--- config.mk ---
export PLATFORM = sky130hd
export DESIGN_NAME = weight_update_flat
export DESIGN_NICKNAME = d
export VERILOG_FILES = /design/src/rtl/weight_update_pkg.sv /design/src/rtl/weight_update_if.sv /design/src/rtl/weight_update_grad_step.sv /design/src/rtl/weight_update.sv /design/src/flat_wrapper.sv
export SDC_FILE = /design/constraint.sdc
export NUM_CORES = 1
export LEC_CHECK = 0
export BUFFER_PORTS_ARGS = -buffer_cell sky130_fd_sc_hd__buf_2
export CAP_MARGIN = 20
export CELL_PAD_IN_SITES_DETAIL_PLACEMENT = 0
export CELL_PAD_IN_SITES_GLOBAL_PLACEMENT = 1
export CORE_MARGIN = 3
export CORE_UTILIZATION = 40
export CTS_CLUSTER_DIAMETER = 150
export DETAILED_ROUTE_END_ITERATION = 10
export HOLD_SLACK_MARGIN = 0.06
export PLACE_DENSITY = 0.71
export SLEW_MARGIN = 25
export SYNTH_ARGS = -nofsm -noshare
export SYNTH_HDL_FRONTEND = slang
export SYNTH_SLANG_ARGS = --single-unit
--- constraint.sdc ---
create_clock -name clk -period 21.6 [get_ports clk]
set_input_delay 2.16 -clock clk [delete_from_list [all_inputs] [get_ports clk]]
set_output_delay 2.16 -clock clk [all_outputs]
set_load 0.03 [all_outputs]
--- src/rtl/weight_update_pkg.sv ---
// Shared numeric defaults, FSM state encoding and the saturation helper
// for the weight-update datapath.
package nn_pkg;

  localparam int DATA_SIZE = 16;
  localparam int FRAC_BITS = 8;

  typedef enum logic [1:0] {
    IDLE = 2'd0,
    CALC = 2'd1,
    HOLD = 2'd2
  } state_t;

  typedef struct packed {
    logic [DATA_SIZE-1:0] value;
    logic                 ovf;
  } sat_t;

  // A wide value fits when every bit from the data sign position upward agrees.
  function automatic sat_t sat_to_data(input logic [2*DATA_SIZE:0] x);
    sat_t               r;
    logic [DATA_SIZE+1:0] hi;
    hi = x[2*DATA_SIZE:DATA_SIZE-1];
    if ((&hi) || !(|hi)) begin
      r.value = x[DATA_SIZE-1:0];
      r.ovf   = 1'b0;
    end else if (x[2*DATA_SIZE]) begin
      r.value = {1'b1, {(DATA_SIZE-1){1'b0}}};
      r.ovf   = 1'b1;
    end else begin
      r.value = {1'b0, {(DATA_SIZE-1){1'b1}}};
      r.ovf   = 1'b1;
    end
    return r;
  endfunction

endpackage

--- src/rtl/weight_update_if.sv ---
// Operand/result handshake bundle between the derivative stage, the weight
// update block and its consumer.
interface weight_update_if #(
  parameter int SIZE          = 3,
  parameter int DATA_SIZE     = nn_pkg::DATA_SIZE,
  parameter int LR_SHIFT_SIZE = 4
);
  logic                        in_valid;
  logic                        in_ready;
  logic [SIZE*DATA_SIZE-1:0]   weight;
  logic [SIZE*DATA_SIZE-1:0]   diff_cost;
  logic [SIZE*DATA_SIZE-1:0]   diff_start;
  logic [LR_SHIFT_SIZE-1:0]    lr_shift;
  logic                        out_valid;
  logic                        out_ready;
  logic [SIZE*DATA_SIZE-1:0]   weight_out;
  logic                        sat_flag;

  modport master (
    output in_valid, weight, diff_cost, diff_start, lr_shift, out_ready,
    input  in_ready, out_valid, weight_out, sat_flag
  );

  modport slave (
    input  in_valid, weight, diff_cost, diff_start, lr_shift, out_ready,
    output in_ready, out_valid, weight_out, sat_flag
  );
endinterface

--- src/rtl/weight_update_grad_step.sv ---
// One element of the update: w - ((dc*ds) >>> FRAC_BITS >>> lr_shift),
// clamped back to the data width.
module grad_step
  import nn_pkg::*;
#(
  parameter int DATA_SIZE     = nn_pkg::DATA_SIZE,
  parameter int FRAC_BITS     = nn_pkg::FRAC_BITS,
  parameter int LR_SHIFT_SIZE = 4
) (
  input  logic [DATA_SIZE-1:0]     w,
  input  logic [DATA_SIZE-1:0]     dc,
  input  logic [DATA_SIZE-1:0]     ds,
  input  logic [LR_SHIFT_SIZE-1:0] lr_shift,
  output logic [DATA_SIZE-1:0]     w_new,
  output logic                     sat
);

  logic signed [2*DATA_SIZE-1:0] p_s;
  logic signed [2*DATA_SIZE-1:0] g_s;
  logic signed [2*DATA_SIZE-1:0] d_s;
  logic        [2*DATA_SIZE:0]   w_wide_s;
  sat_t                          r_s;

  // Gradient, learning-rate scaling and saturating subtraction.
  always_comb begin
    p_s      = $signed({{DATA_SIZE{dc[DATA_SIZE-1]}}, dc})
             * $signed({{DATA_SIZE{ds[DATA_SIZE-1]}}, ds});
    g_s      = p_s >>> FRAC_BITS;
    d_s      = g_s >>> lr_shift;
    w_wide_s = {{(DATA_SIZE+1){w[DATA_SIZE-1]}}, w} - {d_s[2*DATA_SIZE-1], d_s};
    r_s      = sat_to_data(w_wide_s);
    w_new    = r_s.value;
    sat      = r_s.ovf;
  end

endmodule

--- src/rtl/weight_update.sv ---
// Sequential weight update: accepts one operand set, walks one element per
// clock through grad_step, then holds the packed result until taken.
module weight_update
  import nn_pkg::*;
#(
  parameter int SIZE          = 3,
  parameter int DATA_SIZE     = nn_pkg::DATA_SIZE,
  parameter int FRAC_BITS     = nn_pkg::FRAC_BITS,
  parameter int LR_SHIFT_SIZE = 4
) (
  input logic            clk,
  input logic            reset,
  weight_update_if.slave bus
);

  localparam int IDX_W = (SIZE > 1) ? $clog2(SIZE) : 1;

  state_t                     state_r;
  logic [IDX_W-1:0]           idx_r;
  logic [SIZE*DATA_SIZE-1:0]  w_r;
  logic [SIZE*DATA_SIZE-1:0]  dc_r;
  logic [SIZE*DATA_SIZE-1:0]  ds_r;
  logic [LR_SHIFT_SIZE-1:0]   lr_r;
  logic [SIZE*DATA_SIZE-1:0]  result_r;
  logic                       sat_r;
  logic                       in_ready_r;
  logic                       out_valid_r;
  logic [DATA_SIZE-1:0]       w_new_s;
  logic                       sat_s;

  grad_step #(
    .DATA_SIZE    (DATA_SIZE),
    .FRAC_BITS    (FRAC_BITS),
    .LR_SHIFT_SIZE(LR_SHIFT_SIZE)
  ) u_grad_step (
    .w       (w_r [idx_r*DATA_SIZE +: DATA_SIZE]),
    .dc      (dc_r[idx_r*DATA_SIZE +: DATA_SIZE]),
    .ds      (ds_r[idx_r*DATA_SIZE +: DATA_SIZE]),
    .lr_shift(lr_r),
    .w_new   (w_new_s),
    .sat     (sat_s)
  );

  // Control FSM with operand capture and registered handshake/result outputs.
  always_ff @(posedge clk) begin
    if (reset) begin
      state_r     <= IDLE;
      idx_r       <= '0;
      w_r         <= '0;
      dc_r        <= '0;
      ds_r        <= '0;
      lr_r        <= '0;
      result_r    <= '0;
      sat_r       <= 1'b0;
      in_ready_r  <= 1'b1;
      out_valid_r <= 1'b0;
    end else begin
      case (state_r)
        IDLE: begin
          if (bus.in_valid && in_ready_r) begin
            w_r        <= bus.weight;
            dc_r       <= bus.diff_cost;
            ds_r       <= bus.diff_start;
            lr_r       <= bus.lr_shift;
            idx_r      <= '0;
            sat_r      <= 1'b0;
            in_ready_r <= 1'b0;
            state_r    <= CALC;
          end else begin
            in_ready_r <= 1'b1;
          end
        end
        CALC: begin
          result_r[idx_r*DATA_SIZE +: DATA_SIZE] <= w_new_s;
          sat_r <= sat_r | sat_s;
          if (idx_r == IDX_W'(SIZE-1)) begin
            idx_r       <= '0;
            out_valid_r <= 1'b1;
            state_r     <= HOLD;
          end else begin
            idx_r <= idx_r + IDX_W'(1);
          end
        end
        HOLD: begin
          // No bypass: in_ready returns only once the result has been taken.
          if (bus.out_ready) begin
            out_valid_r <= 1'b0;
            in_ready_r  <= 1'b1;
            state_r     <= IDLE;
          end else begin
            out_valid_r <= 1'b1;
          end
        end
        default: begin
          state_r     <= IDLE;
          idx_r       <= '0;
          in_ready_r  <= 1'b1;
          out_valid_r <= 1'b0;
        end
      endcase
    end
  end

  assign bus.in_ready   = in_ready_r;
  assign bus.out_valid  = out_valid_r;
  assign bus.weight_out = result_r;
  assign bus.sat_flag   = sat_r;

endmodule
--- src/flat_wrapper.sv ---
// flat-port wrapper written by rule: the top's interface ports become plain ports
module weight_update_flat import nn_pkg::*;
#(
  parameter int SIZE          = 3,
  parameter int DATA_SIZE     = nn_pkg::DATA_SIZE,
  parameter int FRAC_BITS     = nn_pkg::FRAC_BITS,
  parameter int LR_SHIFT_SIZE = 4
)
  (clk, reset, bus_in_valid, bus_weight, bus_diff_cost, bus_diff_start, bus_lr_shift, bus_out_ready, bus_in_ready, bus_out_valid, bus_weight_out, bus_sat_flag);
  weight_update_if #(.SIZE(SIZE), .DATA_SIZE(DATA_SIZE), .LR_SHIFT_SIZE(LR_SHIFT_SIZE)) bus_i ();
  input logic clk;
  input logic reset;
  input wire logic [$bits(bus_i.in_valid)-1:0] bus_in_valid;
  input wire logic [$bits(bus_i.weight)-1:0] bus_weight;
  input wire logic [$bits(bus_i.diff_cost)-1:0] bus_diff_cost;
  input wire logic [$bits(bus_i.diff_start)-1:0] bus_diff_start;
  input wire logic [$bits(bus_i.lr_shift)-1:0] bus_lr_shift;
  input wire logic [$bits(bus_i.out_ready)-1:0] bus_out_ready;
  output wire logic [$bits(bus_i.in_ready)-1:0] bus_in_ready;
  output wire logic [$bits(bus_i.out_valid)-1:0] bus_out_valid;
  output wire logic [$bits(bus_i.weight_out)-1:0] bus_weight_out;
  output wire logic [$bits(bus_i.sat_flag)-1:0] bus_sat_flag;
  assign bus_i.in_valid = bus_in_valid;
  assign bus_i.weight = bus_weight;
  assign bus_i.diff_cost = bus_diff_cost;
  assign bus_i.diff_start = bus_diff_start;
  assign bus_i.lr_shift = bus_lr_shift;
  assign bus_i.out_ready = bus_out_ready;
  assign bus_in_ready = bus_i.in_ready;
  assign bus_out_valid = bus_i.out_valid;
  assign bus_weight_out = bus_i.weight_out;
  assign bus_sat_flag = bus_i.sat_flag;
  weight_update #(.SIZE(SIZE), .DATA_SIZE(DATA_SIZE), .FRAC_BITS(FRAC_BITS), .LR_SHIFT_SIZE(LR_SHIFT_SIZE)) u_core (.clk(clk), .reset(reset), .bus(bus_i));
endmodule
; ---- Word-level counts from Yosys, hierarchy flattened
; Cells that the tools add are included.
[totals]
ff_bits = 203
in_bits = 152
out_inout_bits = 51
[op_classes]
addsub = 3
n_mul = 1
eq_ne = 6
n_shift = 6
muxes = 18
bitwise_logic = 4
n_reduce_logical = 13
[ops]
columns = op, count
row1 = 48-bit by 7-bit variable part select with 16-bit output, 3
row2 = 48-bit bitwise mux, 1
row3 = 16-bit by 34-bit variable shift with 48-bit output (first input constant), 1
row4 = 16-bit by 34-bit variable part select with 48-bit output, 1
row5 = 17-bit two-way mux, 2
row6 = 6-bit negation with 34-bit output, 1
row7 = 16-bit by 32-bit subtractor with 33-bit output, 1
row8 = 16-bit by 16-bit multiplier with 32-bit output, 1
row9 = 24-bit by 4-bit >>> shifter with 32-bit output, 1
row10 = 18-bit AND reduction, 1
row11 = 18-bit OR reduction, 1
row12 = 2-bit one-hot mux with 3 select lines, 2
row13 = 2-bit two-way mux, 5
row14 = 2-bit AND reduction, 5
row15 = 1-bit one-hot mux with 3 select lines, 2
row16 = 1-bit two-way mux, 5
row17 = 2-bit equality test (second input constant), 2
row18 = 2-bit by 1-bit inequality test with 1-bit output (second input constant), 2
row19 = 1-bit inverter, 3
row20 = 3-bit AND reduction, 1
row21 = 2-bit by 1-bit adder with 2-bit output (second input constant), 1
row22 = 2-bit by 1-bit equality test with 1-bit output (second input constant), 1
row23 = 2-bit zero test, 1
row24 = 2-bit inequality test (second input constant), 1
row25 = other kinds (6), 6

; ---- Logic depth before layout (Yosys ltp)
; Gate-level depths: netlist (run 1).
[logic_depth]
word_depth = 10
depth_mapped = 47

; ---- Hierarchy
; Synthesis (run 1) repeated with hierarchy kept, for this count alone.
[hier_totals]
cells_unflattened = 2632
hier_area_um2 = 21518.1
[modules_own_cells]
columns = mod, instances, cells_per_inst, area_per_inst_um2, seq_area_each_um2
row1 = grad_step, 1, 1574, 13105.1, 0.0
row2 = weight_update, 1, 1058, 8413.1, 4063.9

; ---- Worst setup path before layout (run 1)
; Ideal clock, no wire load.
[synth_path]
path_type = flip-flop to flip-flop
startpoint = reg u_core.idx_r[0]
endpoint = reg u_core.result_r[43] (netlist: u_core.bus.weight_out[43])
arrival_time_ns = 10.887
required_ns = 21.478
setup_slack_ns = 10.591
path_stages_with_launch = 42
path_buffers = 10
cell_sequence = dfxtp_1 buf_6 buf_2 buf_1 clkbuf_1 clkbuf_1 o22a_1 nor2_1 fa_1 fa_1 fa_1 fa_1 fa_1 inv_1 fa_1 inv_1 ha_1 clkbuf_1 [6 not listed] mux4_2 a2bb2oi_1 a21oi_1 ha_1 buf_2 o211ai_1 a2111oi_0 nand2_1 o211ai_1 xnor2_1 o221ai_1 nor4_2 nand3b_1 buf_2 and3_1 clkbuf_2 buf_4 a221o_1
[synth_via]
elab_chain_cells = 10
[synth_rtl]
columns = element, line
row1 = "start, declared", weight_update.sv:19  ; logic [IDX_W-1:0] idx_r;
row2 = "start signal, assigned", weight_update.sv:81  ; idx_r <= idx_r + IDX_W'(1);
row3 = "48-bit by 7-bit variable part select with 16-bit output, on equally long branches", "weight_update.sv:37, weight_update.sv:38"
row4 = 16-bit by 16-bit multiplier with 32-bit output, weight_update_grad_step.sv:27  ; * $signed({{DATA_SIZE{ds[DATA_SIZE-1]}}, ds});
row5 = 24-bit by 4-bit >>> shifter with 32-bit output, weight_update_grad_step.sv:29  ; d_s = g_s >>> lr_shift;
row6 = 16-bit by 32-bit subtractor with 33-bit output, weight_update_grad_step.sv:30  ; w_wide_s = {{(DATA_SIZE+1){w[DATA_SIZE-1]}}, w} - {d_s[2*DATA_SIZE-1], d_s};
row7 = 18-bit OR reduction, weight_update_pkg.sv:24  ; if ((&hi) || !(|hi)) begin
row8 = 1-bit zero test, weight_update_pkg.sv:24
row9 = 1-bit logical OR, weight_update_pkg.sv:24
row10 = 17-bit two-way mux, weight_update_pkg.sv:24
row11 = 16-bit by 34-bit variable part select with 48-bit output, weight_update.sv:74  ; result_r[idx_r*DATA_SIZE +: DATA_SIZE] <= w_new_s;
row12 = 48-bit bitwise mux *, weight_update.sv:74
row13 = "end signal, assigned by index", weight_update.sv:74
row14 = "end, declared", weight_update.sv:24  ; logic [SIZE*DATA_SIZE-1:0] result_r;
; Mark *: on every way between the ends. The rest lies on a longest branch, timed or not.
; A chain may end at the register's enable or synchronous reset.

; ---- Final worst setup path (run 1)
[layout_path]
startpoint = reg u_core.idx_r[0]
endpoint = reg u_core.result_r[42] (netlist: u_core.bus.weight_out[42])
; The elaborated chain is that of the path after synthesis.

==> results of run 1 <==
-- worst max-delay path, delay by kind of cell, from the launching register on --
kind | cells | cell delay, ps
AO/OA/AOI/OAI | 12 | 4010
XOR/XNOR | 1 | 270
adder cells (fa/ha/maj) | 8 | 4040
buffers and inverters | 7 | 1850
flip-flops | 1 | 790
multiplexers | 2 | 750
AND/OR/NAND/NOR | 5 | 1430
-- per-stage QoR --
stage / util (%) / power (uW) / worst slack, ps
final: 45.2 / 1890 / 8360
after global routing: 45.2 / 2020 / 7700
after CTS: 45.2 / 1890 / 8460
after detailed placement: 43.7 / 1480 / 8530
after global placement: 43.7 / 1480 / 8580
after floorplan: - / 1170 / 10590
-- flip-flops by register name (all words and copies together) (netlist names) --
register               count
u_core.bus.weight_out     48
u_core.dc_r               48
u_core.ds_r               48
u_core.w_r                48
u_core.lr_r                4
u_core.idx_r               2
u_core.state_r             2
u_core.bus.in_ready        1
u_core.bus.out_valid       1
u_core.bus.sat_flag        1
-- layout by cell type (no fill, tap or decap), types with 37 or more instances in the layout --
master and count:
nand2_1 529, inv_1 337, fa_1 262, a21oi_1 217
nor2_1 213, buf_2 202, dfxtp_1 201, ha_1 110
o21ai_0 75, mux2i_1 71, a221o_1 37
-- worst paths after layout --
path	start	end	slack, ps
worst min register to register	u_core.w_r[23]$_SDFFE_PP0P_	u_core.w_r[23]$_SDFFE_PP0P_	450
worst min-delay path	u_core.w_r[23]$_SDFFE_PP0P_	u_core.w_r[23]$_SDFFE_PP0P_	450
worst max-delay path	u_core.idx_r[0]$_SDFFE_PP0P_	u_core.bus.weight_out[42]$_SDFFE_PP0P_	8360
worst max register to register	u_core.idx_r[0]$_SDFFE_PP0P_	u_core.bus.weight_out[42]$_SDFFE_PP0P_	8360
-- cell type report --
cell class / count / area share (%)
multi-input cells: 1936 / 65.3
flip-flops and latches: 203 / 17.4
inverters: 341 / 5.46
repair buffers: 221 / 4.94
well taps: 680 / 3.63
clock buffers: 29 / 2.64
clock inverters: 11 / 0.630
diodes: 3 / 0.0320
-- synth_stat cells, drive strengths merged (13+ instances only) --
cell and n:
fa 262, a211o 16, a21oi 220, nor3 28, o22a 23, nand3 21, nand4 13, nor2 213
o21ai 78, ha 110, o21a 13, inv 339, buf 26, o22ai 31, clkbuf 112, nand2 530
a211oi 15, and3 13, xnor2 34, a221o 37, xor2 15, nand2b 13, mux2i 71, o211ai 19
nor2b 17, a21o 16, dfxtp 203
-- per-layer routing --
layer	routed length [um]	vias to the layer above	GRT usage [%]
li1	-	8789	-
met1	30100	9199	33.0
met2	30900	539	38.9
met3	3910	96	3.44
met4	1420	0	5.73
met5	0	-	0
-- power groups by stage --
stage          combinational [uW]  clock [uW]  sequential, uW
4_1_cts                      1040         409             434
3_3_place_gp                 1040           0             442
3_5_place_dp                 1040           0             442
5_1_grt                      1160         423             438
2_1_floorplan                 718           0             447
6_report                     1050         400             434
-- kinds of logic after synthesis --
family                   count (synthesis)  share of synthesized area (%)
multiplexers                            89                           4.69
AO/OA/AOI/OAI                          532                           16.4
XOR/XNOR                                50                           2.13
flip-flops                             203                           19.2
AND/OR/NAND/NOR                        893                           17.6
buffers and inverters                  479                           8.71
adder cells (fa/ha/maj)                372                           31.3
==> results_dict.tcl, run 1 <==
set metrics [dict create \
    regArea_mm2 0.00407 \
    synth-edff-count 0 \
    dieArea_mm2 0.0557 \
    hold_path_depth 2 \
    crit_path_max_fanout 69 \
    cts_inserted_buffers 22 \
    drt_iter0_drc 1396 \
    grt_pass1_vias 18900 \
    drive_above_1_share_pct 11.6 \
    path_clk_slew_ps 60 \
    nets 3249 \
    cts_tree "yes" \
    powerDensity_mw_per_mm2 80.4 \
    cts-root-buf "clkbuf_16" \
    cp_data_arrival_time_ps 13690 \
    cts-resized-gates 0 \
    dp_hpwl_um 52800 \
    period_share_pct 61.3 \
    swShare_pct 46.5 \
    first_pass_iters 6 \
    seq_power_share_pct 23.0 \
    maxSlewViolCount 0 \
    portBuffers 202 \
    synthesis.nets 3142 \
    syn_inst 2618 \
    rows 83 \
    drtAntennaViolNets 0 \
    tns_ps 0 \
    final_area_mm2 0.0234 \
    cts_sinks 203 \
    clk_latency_ps 520 \
    p_leak_uw 0.0107 \
    r2r_cells 35 \
    drc_errors 0 \
    place_inst 3380 \
    ios 203 \
    synthTopCellsByArea "fa_1, dfxtp_1, nand2_1" \
    synth_area_mm2 0.0212 \
    synth_area_per_cell_um2 8.09 \
    grt_max_degree 101 \
    placed_area_mm2 0.0226 \
    gr-total-overflow 0 \
    ys_warn_count 0 \
    instances_no_fill 3424 \
    cpMaxStageDelayCell "dfxtp_4" \
    p_int_uw 1010 \
    initial_utilization_pct 40.8 \
    fp.dieH_um 236 \
    syn_to_final_growth_pct 10.8 \
    antenna_found_initial 2 \
    rsz0062_at_grt "no" \
    nFillCells 5209 \
    grt_pass1_wl_um 105000 \
    totalWireLength_um 66300 \
    power_switching_uw 877 \
    synth_area_leader_cell "fa_1" \
    routabilityCongestion 0.940 \
    startpoint_type "flip-flop" \
    skew_ps 13.5 \
    wl_per_cell_um 19.4 \
    ctsHtreeMaxLevel 1 \
    cts_buffer_depth 3 \
    vias 18600 \
    groute.usage.overall_pct 23.7 \
    vias_per_cell 5.44 \
    critical_path_class "flip-flop to flip-flop" \
    ys_ff_latch 203 \
    setup_violations 0 \
    ys_seq_area_share_pct 19.2 \
    relSlewSlack_pct 28.1 \
    power_frac_clock_pct 21.2 \
    multi_input_area_mm2 0.0153 \
    holdWs_ps 453 \
    cts_setup_buffers 0 \
    synth_cell_types 82 \
    finalCriticalPeriod_ps 13240 \
    async_flop_share_pct 0 \
    core_area_mm2 0.0518 \
    cts_hold_buffers 0 \
    hold_class "flip-flop to flip-flop" \
    synth-main-ff-cell "dfxtp_1" \
    end_kind "flip-flop" \
    pwr-share-comb_pct 55.8 \
    crit_required_ps 22050 \
    die_w_um 236 \
    maxCapViolCount 0 \
    slowest_delay_ps 790 \
    outcome "completed" \
    hold_viol_final 0 \
    synth_top_area_share_pct 24.8 \
    ir_drop_mv 0.0699 \
    crit_top_cell "fa_1" \
    fmax_ghz 0.0755 \
    worst_pin_slew_ps 1080 \
]
(Power assumes the default switching activity.)
==> run 2, diff against run 1 <==
==> constraint.sdc (replaced) <==
create_clock -name clk -period 13 [get_ports clk]
set_input_delay 1.3 -clock clk [delete_from_list [all_inputs] [get_ports clk]]
set_output_delay 1.3 -clock clk [all_outputs]
set_load 0.03 [all_outputs]
==> run 2 against run 1 <==
  * Clock skew decreased by 3.3 ps
  * Via count is 0.57% higher
  * Critical path depth is 1 lower
  * Final area up 0.38%
  * Routed wire length rose by 2.8%
  * Critical endpoint is now u_core.bus.weight_out[6]$_SDFFE_PP0P_
  * Die area is the same
  * Maximum frequency up 7.6%
  * Sequential power rose by 66%
  * Combinational power grew 70%
  * Utilization rose by 0.17 points
==> results_dict.tcl, run 2 (same netlist as run 1, synthesis figures left out) <==
set metrics [dict create \
    outcome "completed" \
    cts_setup_buffers 0 \
    crit_cells 34 \
    grt_pass1_vias 19000 \
    maxSlewViolCount 0 \
    diodes 0 \
    vias 18700 \
    wl_per_cell_um 19.9 \
    first_pass_iters 5 \
    cp_data_arrival_time_ps 12690 \
    pwr-share-comb_pct 56.6 \
    crit_family "adder cells" \
    totalWireLength_um 68200 \
    rsz0062_at_grt "no" \
    relSlewSlack_pct 32.6 \
    path_clk_slew_ps 60 \
    antenna_found_initial 0 \
    path_buf_inv 5 \
    drtAntennaViolNets 0 \
    cts_inserted_buffers 22 \
    drc_errors 0 \
    swShare_pct 46.7 \
    drt_iter0_drc 1382 \
    cts_tree "yes" \
    die_w_um 236 \
    critical_path_class "flip-flop to flip-flop" \
    rows 83 \
    worst_pin_slew_ps 1010 \
    powerDensity_mw_per_mm2 134 \
    finalCriticalPeriod_ps 12300 \
    clk_latency_ps 520 \
    crit_required_ps 13390 \
    dp_hpwl_um 54200 \
    r2r_cells 34 \
    grt_pass1_wl_um 107000 \
    drive_above_1_share_pct 11.9 \
    cts-root-buf "clkbuf_16" \
    startpoint_type "flip-flop" \
    tns_ps 0 \
    slowest_delay_ps 740 \
    p_leak_uw 0.0108 \
    routabilityCongestion 0.902 \
    period_share_pct 94.6 \
    ir_drop_mv 0.103 \
    crit_path_max_fanout 39 \
    syn_to_final_growth_pct 11.2 \
    holdWs_ps 453 \
    vias_per_cell 5.45 \
    power_frac_clock_pct 20.5 \
    power_switching_uw 1470 \
    setup_violations 0 \
    fmax_ghz 0.0813 \
    nets 3266 \
    p_int_uw 1680 \
    skew_ps 10.3 \
    dieArea_mm2 0.0557 \
    hold_class "flip-flop to flip-flop" \
    core_area_mm2 0.0518 \
    hold_viol_final 0 \
    groute.usage.overall_pct 24.2 \
    portBuffers 202 \
    cpMaxStageDelayCell "dfxtp_4" \
    ios 203 \
    ctsHtreeMaxLevel 1 \
    fp.dieH_um 236 \
    grt_max_degree 98 \
    crit_top_cell "fa_1" \
    cts_buffer_depth 3 \
    final_common_cell "nand2_1" \
    maxCapViolCount 0 \
    seq_power_share_pct 22.9 \
    hold_path_depth 2 \
    initial_utilization_pct 40.8 \
    cts_sinks 203 \
    layout_common_cells "nand2_1, inv_1, fa_1" \
    gr-total-overflow 0 \
    end_kind "flip-flop" \
]
## run 2: power by group through the flow
stage / logic, uW / clock network [uW] / registers [uW]
2_1_floorplan: 1190 / 0 / 743
3_3_place_gp: 1750 / 0 / 733
3_5_place_dp: 1750 / 0 / 733
4_1_cts: 1760 / 657 / 720
5_1_grt: 1950 / 681 / 727
6_report: 1780 / 645 / 721
## run 2: routing by layer
metal	track usage [%]	wire (um)
met3	3.20	4080
met4	5.90	1650
met5	0	0
met1	34.2	31000
met2	39.5	31500
## run 2: through the flow
step           util (%)  power (uW)  setup WS, ps  cells  instance area (um^2)
2_1_floorplan         -        1940          1990   2618                 21200
3_3_place_gp       43.9        2490           961   3398                 22800
3_5_place_dp       43.9        2480           859   3398                 22800
4_1_cts            45.4        3140           804   3435                 23500
5_1_grt            45.4        3360          22.7   3435                 23500
6_report           45.4        3140           697   3435                 23500
## run 2: worst paths after layout
kind	start	endpoint	slack, ps
worst max-delay path	u_core.idx_r[0]$_SDFFE_PP0P_	u_core.bus.weight_out[6]$_SDFFE_PP0P_	700
worst min-delay path	u_core.ds_r[8]$_SDFFE_PP0P_	u_core.ds_r[8]$_SDFFE_PP0P_	450
worst max register to register	u_core.idx_r[0]$_SDFFE_PP0P_	u_core.bus.weight_out[6]$_SDFFE_PP0P_	700
worst min register to register	u_core.ds_r[8]$_SDFFE_PP0P_	u_core.ds_r[8]$_SDFFE_PP0P_	450
## run 2: what timing repair did
action,4_1_cts,5_1_grt
resized for setup,0,5
hold buffers,0,0
hold endpoints to repair,0,0
endpoints found under the setup margin,0,43
## run 2: layout make-up
cell class,count,area [um^2]
Clock buffer,29,608
Inverter,341,1280
Fill cell,5263,28300
Timing Repair Buffer,238,1280
Tap cell,680,851
Sequential cell,203,4070
Multi-Input combinational cell,1936,15300
Clock inverter,8,125
## run 2: worst reg2reg max path, delay by kind of cell, from the launching register on
family	cells	cell delay [ps]
muxes	3	1000
adders and majority gates	8	4000
and+or+nand+nor	6	1970
DFF	1	740
buffers and inverters	5	710
AOI/OAI and AO/OA	11	3540
xor gates and xnor gates	1	190
